**config.mk**
```make
export PLATFORM = sky130hd
export DESIGN_NAME = clock_gate_controller_v2_flat
export DESIGN_NICKNAME = d
export VERILOG_FILES = /design/src/rtl/clock_gate_controller_v2_pkg.sv /design/src/rtl/clock_gate_controller_v2_if.sv /design/src/rtl/clock_gate_controller_v2_domain_gate_fsm.sv /design/src/rtl/clock_gate_controller_v2.sv /design/src/flat_wrapper.sv
export SDC_FILE = /design/constraint.sdc
export NUM_CORES = 1
export LEC_CHECK = 0
export ABC_CLOCK_PERIOD_IN_PS = 5600
export CAP_MARGIN = 10
export CORE_MARGIN = 2
export CORE_UTILIZATION = 55
export CTS_BUF_LIST = sky130_fd_sc_hd__clkbuf_4
export DETAILED_ROUTE_END_ITERATION = 8
export PLACE_DENSITY = 0.86
export SLEW_MARGIN = 20
export SYNTH_ARGS = -nofsm -noshare
export SYNTH_HDL_FRONTEND = slang
export SYNTH_SLANG_ARGS = --single-unit
```
**constraint.sdc**
```tcl
create_clock -name ref_clk -period 5.6 [get_ports ref_clk]
set_input_delay 1.12 -clock ref_clk [delete_from_list [all_inputs] [get_ports ref_clk]]
set_output_delay 1.12 -clock ref_clk [all_outputs]
set_load 0.03 [all_outputs]
```
**src/rtl/clock_gate_controller_v2_pkg.sv**
```systemverilog
// Shared types and constants for the per-domain clock-gate controller.
package power_mgmt_pkg;

    typedef enum logic [1:0] {
        RUN   = 2'd0,
        DRAIN = 2'd1,
        OFF   = 2'd2,
        WAKE  = 2'd3
    } gate_state_t;

    localparam logic [1:0] PM_ALWAYS_ON = 2'd0;
    localparam logic [1:0] PM_WINDOW    = 2'd1;
    localparam logic [1:0] PM_IDLE      = 2'd2;
    localparam logic [1:0] PM_FORCE_OFF = 2'd3;

endpackage

```
**src/rtl/clock_gate_controller_v2_if.sv**
```systemverilog
// Per-domain handshake bundle between the gate controller and its clock domains.
interface clock_gate_controller_v2_if #(
    parameter int unsigned NUM_DOMAINS = 16
) ();
    logic [NUM_DOMAINS-1:0] domain_enable;
    logic [NUM_DOMAINS-1:0] activity_detect;
    logic [NUM_DOMAINS-1:0] wake_req;
    logic [NUM_DOMAINS-1:0] drain_ack;
    logic [NUM_DOMAINS-1:0] drain_req;
    logic [NUM_DOMAINS-1:0] clk_en;
    logic [NUM_DOMAINS-1:0] clock_valid;

    modport master (
        input  domain_enable, activity_detect, wake_req, drain_ack,
        output drain_req, clk_en, clock_valid
    );

    modport slave (
        output domain_enable, activity_detect, wake_req, drain_ack,
        input  drain_req, clk_en, clock_valid
    );
endinterface

```
**src/rtl/clock_gate_controller_v2_domain_gate_fsm.sv**
```systemverilog
// One domain's gating FSM with its activity window, idle counter and wake timer.
module domain_gate_fsm
    import power_mgmt_pkg::*;
#(
    parameter int unsigned WIN_DEPTH   = 8,
    parameter int unsigned IDLE_W      = 16,
    parameter int unsigned WAKE_CYCLES = 4
) (
    input  logic                             ref_clk,
    input  logic                             rst_n,
    input  logic                             domain_enable,
    input  logic                             activity_detect,
    input  logic                             wake_req,
    input  logic                             drain_ack,
    input  logic [1:0]                       power_mode,
    input  logic [$clog2(WIN_DEPTH+1)-1:0]   act_threshold,
    input  logic [IDLE_W-1:0]                idle_limit,
    output logic                             drain_req,
    output logic                             clk_en,
    output logic                             clock_valid,
    output logic                             off
);
    localparam int unsigned SUM_W = $clog2(WIN_DEPTH + 1);
    localparam int unsigned WK_W  = (WAKE_CYCLES > 1) ? $clog2(WAKE_CYCLES) : 1;
    localparam logic [SUM_W-1:0] FILL_FULL = SUM_W'(WIN_DEPTH);
    localparam logic [WK_W-1:0]  WAKE_LAST = WK_W'(WAKE_CYCLES - 1);

    gate_state_t          st_q, st_d;
    logic [WIN_DEPTH-1:0] win_q, win_d;
    logic [SUM_W-1:0]     sum_q, sum_d;
    logic [SUM_W-1:0]     fill_q, fill_d;
    logic [IDLE_W-1:0]    idle_q, idle_d;
    logic [WK_W-1:0]      wk_q, wk_d;
    logic                 gate_cond, wake_cond, run_entry;

    always_comb begin
        gate_cond = 1'b0;
        case (power_mode)
            PM_ALWAYS_ON: gate_cond = 1'b0;
            PM_WINDOW:    gate_cond = (fill_q == FILL_FULL) && (sum_q < act_threshold);
            PM_IDLE:      gate_cond = (idle_q >= idle_limit);
            PM_FORCE_OFF: gate_cond = 1'b1;
            default:      gate_cond = 1'b0;
        endcase
        if (!domain_enable) gate_cond = 1'b1;

        wake_cond = domain_enable && (power_mode != PM_FORCE_OFF) &&
                    ((power_mode == PM_ALWAYS_ON) || wake_req || activity_detect);
    end

    always_comb begin
        st_d = st_q;
        wk_d = wk_q;
        case (st_q)
            RUN: if (gate_cond) st_d = DRAIN;
            // Abort beats ack: the domain stays clocked if gating no longer applies.
            DRAIN: begin
                if (!gate_cond || wake_req) st_d = RUN;
                else if (drain_ack)         st_d = OFF;
            end
            OFF: begin
                if (wake_cond) begin
                    st_d = WAKE;
                    wk_d = '0;
                end
            end
            WAKE: begin
                if (wk_q == WAKE_LAST) st_d = RUN;
                else                   wk_d = wk_q + WK_W'(1);
            end
            default: st_d = RUN;
        endcase
        run_entry = (st_d == RUN) && (st_q != RUN);
    end

    always_comb begin
        win_d = {win_q[WIN_DEPTH-2:0], activity_detect};
        sum_d = sum_q + SUM_W'(activity_detect) - SUM_W'(win_q[WIN_DEPTH-1]);

        if (run_entry)              fill_d = '0;
        else if (fill_q != FILL_FULL) fill_d = fill_q + SUM_W'(1);
        else                        fill_d = fill_q;

        if (run_entry || activity_detect) idle_d = '0;
        else if (idle_q != '1)            idle_d = idle_q + IDLE_W'(1);
        else                              idle_d = idle_q;
    end

    always_ff @(posedge ref_clk or negedge rst_n) begin
        if (!rst_n) begin
            st_q        <= RUN;
            win_q       <= '0;
            sum_q       <= '0;
            fill_q      <= '0;
            idle_q      <= '0;
            wk_q        <= '0;
            drain_req   <= 1'b0;
            clk_en      <= 1'b1;
            clock_valid <= 1'b1;
        end else begin
            st_q        <= st_d;
            win_q       <= win_d;
            sum_q       <= sum_d;
            fill_q      <= fill_d;
            idle_q      <= idle_d;
            wk_q        <= wk_d;
            drain_req   <= (st_d == DRAIN);
            clk_en      <= (st_d != OFF);
            clock_valid <= (st_d == RUN) || (st_d == DRAIN);
        end
    end

    assign off = (st_q == OFF);

endmodule

```
**src/rtl/clock_gate_controller_v2.sv**
```systemverilog
// Clock-gate controller top: per-domain FSMs, gated-domain count and savings estimate.
// Optional CLOCK_GATE_STATS_EN adds stats_clear and the gated_cycles_total accumulator.
module clock_gate_controller_v2
    import power_mgmt_pkg::*;
#(
    parameter int unsigned NUM_DOMAINS = 16,
    parameter int unsigned WIN_DEPTH   = 8,
    parameter int unsigned IDLE_W      = 16,
    parameter int unsigned WAKE_CYCLES = 4,
    parameter int unsigned SAVE_WEIGHT = 100
) (
    input  logic                               ref_clk,
    input  logic                               rst_n,
    clock_gate_controller_v2_if.master         dom,
    input  logic [1:0]                         power_mode,
    input  logic [$clog2(WIN_DEPTH+1)-1:0]     act_threshold,
    input  logic [IDLE_W-1:0]                  idle_limit,
    output logic [$clog2(NUM_DOMAINS+1)-1:0]   gated_count,
    output logic [15:0]                        power_savings_estimate
`ifdef CLOCK_GATE_STATS_EN
    ,
    input  logic                               stats_clear,
    output logic [31:0]                        gated_cycles_total
`endif
);
    localparam int unsigned CNT_W = $clog2(NUM_DOMAINS + 1);

    logic [NUM_DOMAINS-1:0] drain_req_w, clk_en_w, valid_w, off_w;
    logic [CNT_W-1:0]       off_cnt;
    logic [31:0]            est_full;
    logic [15:0]            est_d;

    for (genvar i = 0; i < NUM_DOMAINS; i++) begin : g_dom
        domain_gate_fsm #(
            .WIN_DEPTH   (WIN_DEPTH),
            .IDLE_W      (IDLE_W),
            .WAKE_CYCLES (WAKE_CYCLES)
        ) u_fsm (
            .ref_clk         (ref_clk),
            .rst_n           (rst_n),
            .domain_enable   (dom.domain_enable[i]),
            .activity_detect (dom.activity_detect[i]),
            .wake_req        (dom.wake_req[i]),
            .drain_ack       (dom.drain_ack[i]),
            .power_mode      (power_mode),
            .act_threshold   (act_threshold),
            .idle_limit      (idle_limit),
            .drain_req       (drain_req_w[i]),
            .clk_en          (clk_en_w[i]),
            .clock_valid     (valid_w[i]),
            .off             (off_w[i])
        );
    end

    assign dom.drain_req   = drain_req_w;
    assign dom.clk_en      = clk_en_w;
    assign dom.clock_valid = valid_w;

    always_comb begin
        off_cnt = '0;
        for (int i = 0; i < NUM_DOMAINS; i++) off_cnt = off_cnt + CNT_W'(off_w[i]);
    end

    assign est_full = 32'(off_cnt) * 32'(SAVE_WEIGHT);
    assign est_d    = (est_full > 32'h0000_FFFF) ? 16'hFFFF : est_full[15:0];

    // Count and estimate are both taken from the same state snapshot.
    always_ff @(posedge ref_clk or negedge rst_n) begin
        if (!rst_n) begin
            gated_count            <= '0;
            power_savings_estimate <= '0;
        end else begin
            gated_count            <= off_cnt;
            power_savings_estimate <= est_d;
        end
    end

`ifdef CLOCK_GATE_STATS_EN
    logic [32:0] total_sum;
    assign total_sum = {1'b0, gated_cycles_total} + 33'(gated_count);

    always_ff @(posedge ref_clk or negedge rst_n) begin
        if (!rst_n)            gated_cycles_total <= '0;
        else if (stats_clear)  gated_cycles_total <= '0;
        else if (total_sum[32]) gated_cycles_total <= '1;
        else                   gated_cycles_total <= total_sum[31:0];
    end
`endif

endmodule

```
**src/flat_wrapper.sv**
```systemverilog
// flat-port wrapper written by rule: the top's interface ports become plain ports
module clock_gate_controller_v2_flat import power_mgmt_pkg::*;
#(
    parameter int unsigned NUM_DOMAINS = 16,
    parameter int unsigned WIN_DEPTH   = 8,
    parameter int unsigned IDLE_W      = 16,
    parameter int unsigned WAKE_CYCLES = 4,
    parameter int unsigned SAVE_WEIGHT = 100
)
  (ref_clk, rst_n, power_mode, act_threshold, idle_limit, gated_count, power_savings_estimate, dom_domain_enable, dom_activity_detect, dom_wake_req, dom_drain_ack, dom_drain_req, dom_clk_en, dom_clock_valid);
  clock_gate_controller_v2_if #(.NUM_DOMAINS(NUM_DOMAINS)) dom_i ();
  input  logic ref_clk;
  input  logic rst_n;
  input  logic [1:0] power_mode;
  input  logic [$clog2(WIN_DEPTH+1)-1:0] act_threshold;
  input  logic [IDLE_W-1:0] idle_limit;
  output logic [$clog2(NUM_DOMAINS+1)-1:0] gated_count;
  output logic [15:0] power_savings_estimate;
  input wire logic [$bits(dom_i.domain_enable)-1:0] dom_domain_enable;
  input wire logic [$bits(dom_i.activity_detect)-1:0] dom_activity_detect;
  input wire logic [$bits(dom_i.wake_req)-1:0] dom_wake_req;
  input wire logic [$bits(dom_i.drain_ack)-1:0] dom_drain_ack;
  output wire logic [$bits(dom_i.drain_req)-1:0] dom_drain_req;
  output wire logic [$bits(dom_i.clk_en)-1:0] dom_clk_en;
  output wire logic [$bits(dom_i.clock_valid)-1:0] dom_clock_valid;
  assign dom_i.domain_enable = dom_domain_enable;
  assign dom_i.activity_detect = dom_activity_detect;
  assign dom_i.wake_req = dom_wake_req;
  assign dom_i.drain_ack = dom_drain_ack;
  assign dom_drain_req = dom_i.drain_req;
  assign dom_clk_en = dom_i.clk_en;
  assign dom_clock_valid = dom_i.clock_valid;
  clock_gate_controller_v2 #(.NUM_DOMAINS(NUM_DOMAINS), .WIN_DEPTH(WIN_DEPTH), .IDLE_W(IDLE_W), .WAKE_CYCLES(WAKE_CYCLES), .SAVE_WEIGHT(SAVE_WEIGHT)) u_core (.ref_clk(ref_clk), .rst_n(rst_n), .dom(dom_i), .power_mode(power_mode), .act_threshold(act_threshold), .idle_limit(idle_limit), .gated_count(gated_count), .power_savings_estimate(power_savings_estimate));
endmodule
```
# After elaboration in Yosys (flattened, before gate mapping)
# Cells that the tools add are included.
# word_totals
ff_bits	645
latch_bits	0
mem_bits_rw	0
mem_bits_ro	0
inputBits	88
output_inout_bits	69
n_memories	0
# classes
add_sub_neg	95
mul	1
n_div	0
n_lt_le_gt_ge	33
n_eq_ne	180
shifts	0
n_mux	241
bitwise_logic	0
n_reduce_logical	273
# op_table
operator	n
16-bit 2-to-1 mux	33
16-bit by 1-bit adder with 16-bit output, second input constant	16
16-bit greater-or-equal comparator	16
16-bit inequality test, second input constant	16
2-bit 2-to-1 mux	112
4-bit 2-to-1 mux	32
2-bit one-hot mux with 4 select lines	16
2-bit nonzero test	64
2-bit equality test, second input constant	50
1-bit logical OR	80
5-bit by 1-bit adder with 5-bit output	14
2-bit by 1-bit equality test with 1-bit output, second input constant	33
2-bit zero test	33
2-bit inequality test, second input constant	33
4-bit by 1-bit adder with 4-bit output	16
4-bit by 1-bit adder with 4-bit output, second input constant	16
4-bit equality test, second input constant	16
1-bit logical AND	64
4-bit less-than comparator	16
4-bit inequality test, second input constant	16
1-bit one-hot mux with 4 select lines	16
2-bit one-hot mux with 2 select lines	16
4-bit by 1-bit subtractor with 4-bit output	16
3-bit AND reduction	16
7 further kinds	67

# Longest topological paths before layout
# depth
depth_word	19
mapped_depth	23

# By module
# A second synthesis with hierarchy kept.
# hier_totals
cells_unflattened	3922
hier_area_um2	38086.5
# modules_own_cells
module	instances	cells_per_inst	area_each_um2	seq_area_each_um2
domain_gate_fsm (u_core.g_dom[12].u_fsm ...)	9	239	2290.9	978.4
domain_gate_fsm (u_core.g_dom[0].u_fsm ...)	6	241	2347.3	978.4
domain_gate_fsm (u_core.g_dom[9].u_fsm)	1	238	2328.5	978.4
clock_gate_controller_v2	1	87	1056.0	300.3

# Worst setup path before layout
# OpenSTA, ideal clock, no wires.
# synth_path
path_type	register -> register
startpoint	register u_core.g_dom[0].u_fsm.st_q[1]
endpoint	register u_core.power_savings_estimate[11]
setup_time_ps	125
arrival_ps	5649
t_required_ps	5475
path_slack_ps	-175
path_stages_with_launch	22
n_path_buf	1
period_less_slack_ps	5775
path_cell_list	dfrtp_1 > clkbuf_1 > nor2b_1 > ha_1 > inv_1 > fa_1 > fa_1 > fa_1 > inv_1 > fa_1 > fa_1 > a21o_1 > a21oi_1 > xnor2_1 > and2_1 > ha_1 > ha_1 > ha_1 > nand2_1 > o21bai_1 > a21oi_1 > xor2_1
# synth_between
elab_chain_cells	19
# synth_rtl
item	line	rtl
from (decl)	clock_gate_controller_v2_domain_gate_fsm.sv:28	gate_state_t st_q, st_d;
from (signal assigned)	clock_gate_controller_v2_domain_gate_fsm.sv:101	st_q <= st_d;
2-bit equality test *	clock_gate_controller_v2_domain_gate_fsm.sv:113	assign off = (st_q == OFF);
1-bit by 1-bit adder with 2-bit output *	clock_gate_controller_v2.sv:61	for (int i = 0; i < NUM_DOMAINS; i++) off_cnt = off_cnt + CNT_W'(off_w[i]);
5-bit by 1-bit adder with 5-bit output * (14 in a row)	clock_gate_controller_v2.sv:61	
net u_core.off_cnt[3]	clock_gate_controller_v2.sv:29	logic [CNT_W-1:0] off_cnt;
5-bit by 5-bit multiplier with 10-bit output *	clock_gate_controller_v2.sv:64	assign est_full = 32'(off_cnt) * 32'(SAVE_WEIGHT);
12-bit by 16-bit > comparator with 1-bit output	clock_gate_controller_v2.sv:65	assign est_d = (est_full > 32'h0000_FFFF) ? 16'hFFFF : est_full[15:0];
16-bit 2-to-1 mux *	clock_gate_controller_v2.sv:65	
net u_core.est_d[11]	clock_gate_controller_v2.sv:31	logic [15:0] est_d;
to (signal assigned)	clock_gate_controller_v2.sv:74	power_savings_estimate <= est_d;
to (decl)	clock_gate_controller_v2.sv:19	output logic [15:0] power_savings_estimate
# The timed path passes the listed nets; every way through them passes the cells marked *.
# A chain may end at the register's enable or synchronous reset.

# Final worst setup path
# layout_path
startpoint	register u_core.g_dom[0].u_fsm.st_q[1]
endpoint	register u_core.power_savings_estimate[11]
# layout_between
elab_chain_cells	19
# layout_rtl
item	line
2-bit equality test *	clock_gate_controller_v2_domain_gate_fsm.sv:113
1-bit by 1-bit adder with 2-bit output *	clock_gate_controller_v2.sv:61
5-bit by 1-bit adder with 5-bit output * (14 in a row)	clock_gate_controller_v2.sv:61
5-bit by 5-bit multiplier with 10-bit output *	clock_gate_controller_v2.sv:64
12-bit by 16-bit > comparator with 1-bit output	clock_gate_controller_v2.sv:65
16-bit 2-to-1 mux *	clock_gate_controller_v2.sv:65
net u_core.est_d[11]	clock_gate_controller_v2.sv:31
# Marked as above.

==> flow_summary.ini <==
[detailed_routing]
wl_um = 91800
ant_nets = 0
dr.first_iter.drc_count = 2626
vias = 29100
vias_per_cell = 5.86
first_pass_iters = 8
wl_per_cell_um = 18.5
drc_errors = 0

[place]
gp_congestion = 0.898
io_buffers = 150
dp_hpwl_um = 65500

[job]
cap_violations = 0

[power_and_ir_drop]
p_per_area_nw_per_um2 = 547
max-vdd-ir-drop_uv = 1870
total_power_w = 0.0226
power_leakage_nw = 19.6

[timing]
period_needed_ns = 5.50
hold_violations = 0
rsz0062_at_grt = yes
relSlewSlack_pct = 27.4
max_freq_mhz = 182
fin_skew_ns = 0.0606
setup_viol = 0
period_share_pct = 98.2
finalMaxSlewViolations = 0
tightest_slew_ns = 1.08

[final_layout]
final_common_cell = dfrtp_1
final_net_count = 4546
syn2layout_area_growth_pct = 12.4
utilization_pct = 62.6
drive_gt1_share_pct = 10.3
final_cell_mix = dfrtp_1, ha_1, nor2_1

[grt]
grt_max_degree = 133
first_global_vias = 29100
grt_antenna_before_repair = 3
track_usage_pct = 26.9
grt_pass1_wl_um = 148000
grt_overflow_total = 0

[floorplanning]
io_pins = 157
std_cell_rows = 94
die_x_um = 262
core_area_um2 = 66000
fp.dieH_um = 262
die_area_um2 = 68900
floorplan.initialDensity_pct = 55.7

[clock_network]
cts_made_buffers = 164
path_clk_slew_ns = 0.06
ctsHoldBuffers = 0
cts.sinks = 636
clk-insertion-delay-late_ns = 1.06
cts_root_buffer = clkbuf_4
htreeDepth = 4
cts_tree = done
cts_buffer_depth = 3

[worst_setup_path]
start_kind = register
end_kind = register
arrival_ns = 6.40
cp.required_ns = 6.50
reg2reg_slack_ns = 0.1
path_max_fanout = 2
worst-setup-path-type = reg -> reg

[yosys]
synth.avg_cell_area_um2 = 9.91
synth_cell_types = 87
synth_edf_count = 0
netlist_instances = 3709
synth_area_um2 = 36700
async_flop_share_pct = 100
ys.flop_type = dfrtp_1
ys_seq_elements = 636
ys_warn_count = 0
synth.yosys.seq_area_share_pct = 43.4

[min_path]
hp-class = in -> async

[run_status]
status = complete, no violations
-- layer usage --
layer,vias to the layer above,share of wire [%],track usage [%]
met1,14000,40,33.2
met3,317,7.6,6.65
met2,1175,46,42.8
met4,2,6.0,16.2
li1,13600,-,-
met5,-,0.015,0
-- stage by stage --
stage          cell area [um2]  setup WS [ns]  hold slack [ns]  setup TNS [ns]  std cells
2_1_floorplan            36800         0.0265            0.331               0       3714
3_3_place_gp             39200         0.0386            0.331               0       4678
3_5_place_dp             39200         -0.113            0.335          -0.143       4678
4_1_cts                  41200         0.0307           0.0733               0       4964
5_1_grt                  41300        -0.0727           0.0974         -0.0754       4966
6_report                 41300         0.0996            0.100               0       4966
-- path summary, 6_finish.rpt --
check / start / endpoint / cells after the start
max: u_core.g_dom[0].u_fsm.st_q[1] / u_core.power_savings_estimate[11] / 22
min: rst_n / u_core.g_dom[7].u_fsm.idle_q[15] / 1
max reg2reg: u_core.g_dom[0].u_fsm.st_q[1] / u_core.power_savings_estimate[11] / 22
min reg2reg: u_core.g_dom[13].u_fsm.win_q[6] / u_core.g_dom[13].u_fsm.win_q[7] / 0
max in group asynchronous: rst_n / u_core.g_dom[11].u_fsm.sum_q[3] / 2
min in group ref_clk: u_core.g_dom[13].u_fsm.win_q[6] / u_core.g_dom[13].u_fsm.win_q[7] / 0
-- cells in the mapped netlist, drive strengths merged (11+ instances only) --
library cell  number  area, um2
o21ai            174        871
or3               14       87.6
clkbuf            37        140
or2               17        106
and3              64        400
nor4              25        175
mux2i             27        270
a211oi            43        348
a31oi             35        238
a2111oi           11        128
xor2             131       1150
xnor2            138       1210
dfstp             32        841
a21oi            162        811
and4              16        140
nand3            183        916
nor2b             28        175
buf               84        599
nand4             72        450
mux2              12        135
nor2             391       1470
inv              254        953
nand2            275       1030
nor3             119        596
dfrtp            604      15100
fa                27        541
o21a              21        158
a21o              51        383
nand2b            43        269
ha               450       5630
a22o              29        254
and2              21        131
-- worst max-delay path, cell delays in order, from the launching register on --
cell and delay (ns):
dfrtp_1 0.37, nor2b_2 0.16, ha_1 0.27, inv_1 0.05, fa_1 0.52, fa_1 0.44, fa_1 0.54, inv_1 0.05
fa_1 0.56, fa_2 0.21, inv_2 0.04, fa_2 0.37, nor2b_2 0.16, o21ai_2 0.08, nand2_1 0.09, xor2_1 0.18
ha_1 0.30, ha_4 0.26, ha_4 0.26, nand2_1 0.07, o21bai_1 0.18, a21oi_2 0.07, xor2_1 0.15
-- repair_timing --
| action | 4_1_cts | 5_1_grt |
|---|---|---|
| endpoints found under the setup margin | 2 | 3 |
| resized for setup | 4 | 11 |
| pin swaps | 5 | 7 |
| buffers inserted | 1 | 0 |
-- final cells by class --
type / count / area, um2
Sequential cell: 636 / 16000
Tap cell: 864 / 1080
Clock buffer: 243 / 1820
Clock inverter: 42 / 191
Multi-Input combinational cell: 2703 / 19200
Timing Repair Buffer: 222 / 2100
Fill cell: 4991 / 24700
Antenna cell: 2 / 5.00
Inverter: 254 / 953
-- flip-flops by register name, indices dropped and copies added (netlist names) --
signal                          count
u_core.g_dom.u_fsm.win_q          128
u_core.g_dom.u_fsm.st_q            32
u_core.g_dom.u_fsm.fill_q          64
u_core.power_savings_estimate       7
u_core.g_dom.u_fsm.drain_req       16
u_core.gated_count                  5
u_core.g_dom.u_fsm.clock_valid     16
u_core.g_dom.u_fsm.wk_q            32
u_core.g_dom.u_fsm.clk_en          16
u_core.g_dom.u_fsm.sum_q           64
u_core.g_dom.u_fsm.idle_q         256
-- cell families (layout without fill, tap and decap cells) --
group           Yosys count  count (layout)  share of synthesized area, %
flops                   636             636                          43.4
xor+xnor                269             269                          6.41
buf+inv                 375             761                          4.61
fa+ha+maj               479             479                          16.8
simple gates           1295            1295                          16.8
compound gates          615             615                          10.8
mux                      39              39                          1.10
other cells               1               8                        0.0102
-- power breakdown --
part	leakage, nW	internal, W	switching (W)	total [W]
Sequential	8.08	0.00587	0.000943	0.00681
Combinational	10.3	0.00527	0.00655	0.0118
Clock	1.22	0.00202	0.00195	0.00397
Note: power is estimated with default switching activity, not from simulation.
